<file path="src/rtl/pdm_frontend.sv">
// PDM microphone front end: divided microphone clock with clean start/stop,
// 2-FF synchronizers on the data and VAD pins, one capture per PDM period,
// and a one-entry valid/ready output buffer with sticky overflow.
//
// Timing of the outputs (all registered):
// - running_o follows the FSM state (it is registered from the next state).
// - pdm_clk_o is decoded from the current state and counter and then
//   registered, so it trails the phase counter by one cycle. Its first
//   rising edge is the cycle after the FSM enters RUN.
module pdm_frontend #(
  parameter int CLK_DIV      = 16,
  parameter int SAMPLE_PHASE = 15
) (
  input  logic clk_i,
  input  logic rst_i,
  input  logic enable_i,
  input  logic vad_gate_en_i,
  input  logic vad_i,
  input  logic pdm_data_i,
  output logic pdm_clk_o,
  output logic data_o,
  output logic valid_o,
  input  logic ready_i,
  output logic overflow_o,
  input  logic overflow_clr_i,
  output logic running_o
);

  localparam int CW = (CLK_DIV > 2) ? $clog2(CLK_DIV) : 1;
  localparam logic [CW-1:0] CNT_MAX  = CW'(CLK_DIV - 1);
  localparam logic [CW-1:0] CNT_HALF = CW'(CLK_DIV / 2);
  localparam logic [CW-1:0] CNT_SMP  = CW'(SAMPLE_PHASE);

  typedef enum logic [1:0] {
    IDLE = 2'd0,
    RUN  = 2'd1,
    STOP = 2'd2
  } state_t;

  state_t          state_q, state_d;
  logic [CW-1:0]   cnt_q, cnt_d, cnt_wrap;
  logic [1:0]      pd_sync_q, vad_sync_q;
  logic            pd_s, vad_s, go;
  logic            pdm_clk_q, pdm_clk_d;
  logic            running_q, running_d;
  logic            capture;
  logic            data_q, data_d;
  logic            valid_q, valid_d;
  logic            ovf_q, ovf_d;

  // Two-flop synchronizers for the asynchronous microphone pins.
  always_ff @(posedge clk_i) begin
    if (rst_i) begin
      pd_sync_q  <= '0;
      vad_sync_q <= '0;
    end else begin
      pd_sync_q  <= {pd_sync_q[0], pdm_data_i};
      vad_sync_q <= {vad_sync_q[0], vad_i};
    end
  end

  assign pd_s  = pd_sync_q[1];
  assign vad_s = vad_sync_q[1];
  assign go    = enable_i & (~vad_gate_en_i | vad_s);

  // FSM state and phase counter register.
  always_ff @(posedge clk_i) begin
    if (rst_i) begin
      state_q <= IDLE;
      cnt_q   <= '0;
    end else begin
      state_q <= state_d;
      cnt_q   <= cnt_d;
    end
  end

  assign cnt_wrap = (cnt_q == CNT_MAX) ? '0 : cnt_q + CW'(1);

  // Next state: STOP only returns to IDLE at the end of a period, so the
  // microphone never sees a shortened clock cycle.
  always_comb begin
    state_d = state_q;
    cnt_d   = '0;
    case (state_q)
      IDLE: begin
        if (go) state_d = RUN;
      end
      RUN: begin
        cnt_d = cnt_wrap;
        if (!go) state_d = STOP;
      end
      STOP: begin
        cnt_d = cnt_wrap;
        if (go)                     state_d = RUN;
        else if (cnt_q == CNT_MAX)  state_d = IDLE;
      end
      default: begin
        state_d = IDLE;
      end
    endcase
  end

  // Output decode: clock level, running flag and capture strobe.
  always_comb begin
    pdm_clk_d = (state_q != IDLE) && (cnt_q < CNT_HALF);
    running_d = (state_d != IDLE);
    capture   = (state_q != IDLE) && (cnt_q == CNT_SMP);
  end

  // Registered clock and running outputs keep pdm_clk_o glitch-free.
  always_ff @(posedge clk_i) begin
    if (rst_i) begin
      pdm_clk_q <= 1'b0;
      running_q <= 1'b0;
    end else begin
      pdm_clk_q <= pdm_clk_d;
      running_q <= running_d;
    end
  end

  // One-entry buffer: a capture lands if the slot is free or being popped
  // this cycle; otherwise the new bit is dropped and overflow is flagged.
  always_comb begin
    data_d  = data_q;
    valid_d = valid_q;
    ovf_d   = ovf_q & ~overflow_clr_i;
    if (capture) begin
      if (!valid_q || ready_i) begin
        data_d  = pd_s;
        valid_d = 1'b1;
      end else begin
        ovf_d   = 1'b1;
      end
    end else if (valid_q && ready_i) begin
      valid_d = 1'b0;
    end
  end

  // Output buffer and sticky overflow register.
  always_ff @(posedge clk_i) begin
    if (rst_i) begin
      data_q  <= 1'b0;
      valid_q <= 1'b0;
      ovf_q   <= 1'b0;
    end else begin
      data_q  <= data_d;
      valid_q <= valid_d;
      ovf_q   <= ovf_d;
    end
  end

  assign pdm_clk_o  = pdm_clk_q;
  assign running_o  = running_q;
  assign data_o     = data_q;
  assign valid_o    = valid_q;
  assign overflow_o = ovf_q;

endmodule

</file>
<file path="config.mk">
export PLATFORM = sky130hd
export DESIGN_NAME = pdm_frontend
export DESIGN_NICKNAME = d
export VERILOG_FILES = /design/src/rtl/pdm_frontend.sv
export SDC_FILE = /design/constraint.sdc
export NUM_CORES = 1
export LEC_CHECK = 0
export BUFFER_PORTS_ARGS = -buffer_cell sky130_fd_sc_hd__clkbuf_2
export CORE_AREA = 2 2 41 43
export DETAILED_ROUTE_END_ITERATION = 8
export DIE_AREA = 0 0 43 45
export PLACE_DENSITY = 0.64
export RECOVER_POWER = 100
export SYNTH_ARGS = -nofsm -noshare
export SYNTH_HDL_FRONTEND = slang
export SYNTH_SLANG_ARGS = --single-unit
</file>
<file path="constraint.sdc">
create_clock -name clk_i -period 3.5 [get_ports clk_i]
set_clock_uncertainty 0.2 [all_clocks]
set_input_delay 0 -clock clk_i [delete_from_list [all_inputs] [get_ports clk_i]]
set_output_delay 0 -clock clk_i [all_outputs]
set_load 0.01 [all_outputs]
</file>
==> results.yml <==
final_layout:
  drive_gt1_share_pct: 14.44
  fillers: 136
  areaGrowthSynthToFinish_pct: 33.33
  final_cell_mix: "dfxtp_1, dlygate4sd3_1, nor2_1, clkbuf_2, clkbuf_1"
  num_antenna_cells: 0
  fin_area_um2: 840.8
  nNetsFinal: 104
  layout_commonest_cell: "dfxtp_1"
  regArea_um2: 300.3
  multiInputGateArea_um2: 301.5
  final_core_util_pct: 57.14
job:
  maxCapViolations: 0
timing:
  min_period_ps: 2695
  relSlewSlack_pct: 63.66
  finalSetupViolCount: 0
  min_period_over_period_pct: 77.01
  maxSlewViolCount: 0
  fmax_mhz: 371.0
  tns_ps: 0
  hold_viol: 0
  rsz0062_at_grt: "no"
  tightest_slew_ps: 545.1
detailed_routing:
  dr_wl_met2_um: 584
  maxUsedRoutingLayer: "met4"
  drc: 0
  dr.pass1.iters: 2
  drtAntennaViolNets: 0
  wirelength_met1_um: 556
  routed_via_density: 4.811
  routed_wl_mm: 1.189
  wl_per_cell_um: 11.22
  drt_iter0_drc: 2
  vias: 510
  wl_met3_um: 36
worst_hold_path:
  worstHoldPathType: "flop to flop"
  min_from: "pd_sync_q[0]$_SDFF_PP0_"
clock_tree:
  cts_sinks: 15
  clk_path_buf_depth: 2
  numCtsBuffers: 3
  worstSkewPairLatency_ps: 280
  clk_pin_slew_ps: 90
  cts_max_level: 1
  cts_tree: "done"
  cts_resized: 0
  clock_tree.root_cell: "clkbuf_4"
  postCtsSetupRepairBufs: 0
placed_design:
  placed_area_um2: 706.9
  gp_congestion: 0.8414
  portBuffers: 12
global_route:
  grt_pass1_vias: 533
  grt_pass1_wl_mm: 2.056
  antenna_found_initial: 0
  grtUsageTotal_pct: 14.29
  overflow: 0
  grt_max_degree: 14
synth:
  syn_area_um2: 630.6
  yosysUniqueCellTypes: 26
  synthCells: 63
  yosys.area_share.simple_pct: 21.43
  synth_xor_area_share_pct: 2.778
  ys_seq_area_share_pct: 47.62
  synth_area_per_cell_um2: 10.01
  synthMuxAreaShare_pct: 1.587
  yosysWarnings: 0
  synth_top_family_by_area: "simple AND/OR/NAND/NOR gates"
  ys_seq_elements: 15
  synth_nets: 76
  synth_compound_area_share_pct: 13.10
  synthAdderAreaFrac_pct: 9.921
worst_setup_path:
  worstSetupStartpointType: "flop"
  reg2reg_slack_ps: 800
  cpMaxStageDelayCell: "dlygate4sd3_1"
  crit_path_start: "state_q[0]$_SDFF_PP0_"
  cp_slowest_stage_delay_ps: 580
  path_common_cell: "dlygate4sd3_1"
  crit_path_end_kind: "flop"
  cp.arrival_ps: 2720
  crit_path_max_fanout: 5
  reg2reg_from: "state_q[0]$_SDFF_PP0_"
  required_ps: 3530
  criticalPathCategory: "flop to flop"
  worstPathCellList: "inv_1 > ha_1 > or2_2 > o22ai_1 > dlygate4sd3_1 > nor2b_1 > dlygate4sd3_1"
power_and_ir_drop:
  power_density_nw_per_um2: 404.0
  peakVddDrop_v: 0.0002905
  leakagePower_nw: 0.3495
die:
  die-area_um2: 1935
  dieHeight_um: 45
  die_w_um: 43
  start_util_pct: 42.86
  rows: 14
  io_pins: 13
  design.core.area_um2: 1471
run_status:
  outcome: "complete, no violations"
==> state kept, by name, summed over array words and instances, names as in the netlist <==
signal,count
valid_o,1
state_q,2
running_o,1
data_o,1
vad_sync_q,2
pd_sync_q,2
overflow_o,1
cnt_q,4
pdm_clk_o,1
==> where the power goes <==
group / switching, mW / internal, mW
combinational: 0.0275 / 0.0290
sequential: 0.00519 / 0.180
clock: 0.0554 / 0.0424
total: 0.0881 / 0.252
==> per-stage QoR <==
stage	hold WS (ps)	cells	power, mW	setup slack (ps)
6_report	244.6	106	0.3396	804.7
5_1_grt	258.5	106	0.3585	692.5
3_5_place_dp	15.96	90	0.2416	1748
2_1_floorplan	-128.4	63	0.2266	1869
4_1_cts	250.1	106	0.3468	855.3
3_3_place_gp	14.19	90	0.2409	1778
==> logic make-up (layout without fill, tap and decap cells) <==
family	Yosys count	count (layout)
compound gates	11	11
xor+xnor	2	2
fa+ha+maj	5	5
buf+inv	6	33
flops	15	15
mux	1	1
simple gates	23	23
==> final cells by class <==
| cell class | count | area share (%) |
|---|---|---|
| multi-input combinational | 42 | 35.86 |
| sequential | 15 | 35.71 |
| timing repair buffer | 24 | 20.54 |
| clock buffer | 3 | 2.679 |
| tap | 16 | 2.381 |
| inverter | 5 | 2.232 |
| clock inverter | 1 | 0.5952 |
==> path summary, 6_finish.rpt <==
check | cells after the start | end
worst max-delay path | 7 | overflow_o$_SDFF_PP0_
worst min-delay path | 1 | pd_sync_q[1]$_SDFF_PP0_
worst max register to register | 7 | overflow_o$_SDFF_PP0_
worst min register to register | 1 | pd_sync_q[1]$_SDFF_PP0_
==> timing repair <==
item                       4_1_cts  5_1_grt
setup endpoints to repair        0        0
hold endpoints to repair        12        0
hold buffers                    12        0
==> critical path: cells and delay by family, from the launching register on <==
kind,cells,cell delay [ps]
fa+ha+maj,1,260
flops,1,390
compound gates,1,150
buf+inv,3,1220
simple gates,2,440
==> metal layers <==
layer	track usage, %	up-vias
met5	0	-
met1	15.38	232
li1	-	269
met4	7.273	0
met2	25.15	7
met3	4.800	2
==> synthesized netlist by cell type (all sizes together) <==
| cell type | number | area share, % |
|---|---|---|
| a211oi | 1 | 2.0 |
| or3 | 2 | 2.0 |
| dfxtp | 15 | 48 |
| o22ai | 1 | 0.99 |
| o31ai | 1 | 1.2 |
| inv | 5 | 3.0 |
| o21a | 1 | 1.2 |
| nor2b | 6 | 7.1 |
| nand2b | 1 | 0.99 |
| nor3 | 2 | 1.6 |
| o31a | 1 | 1.6 |
| nand3 | 2 | 1.6 |
| xnor2 | 1 | 1.4 |
| mux2i | 1 | 1.6 |
| xor2 | 1 | 1.4 |
| or2 | 1 | 0.99 |
| a21oi | 3 | 2.4 |
| ha | 5 | 9.9 |
| nor3b | 2 | 2.4 |
| nand3b | 1 | 1.2 |
| o21ai | 1 | 0.79 |
| nor2 | 6 | 3.6 |
| a2111oi | 1 | 1.6 |
| buf | 1 | 0.59 |
| a22o | 1 | 1.4 |
(Power assumes the default switching activity.)
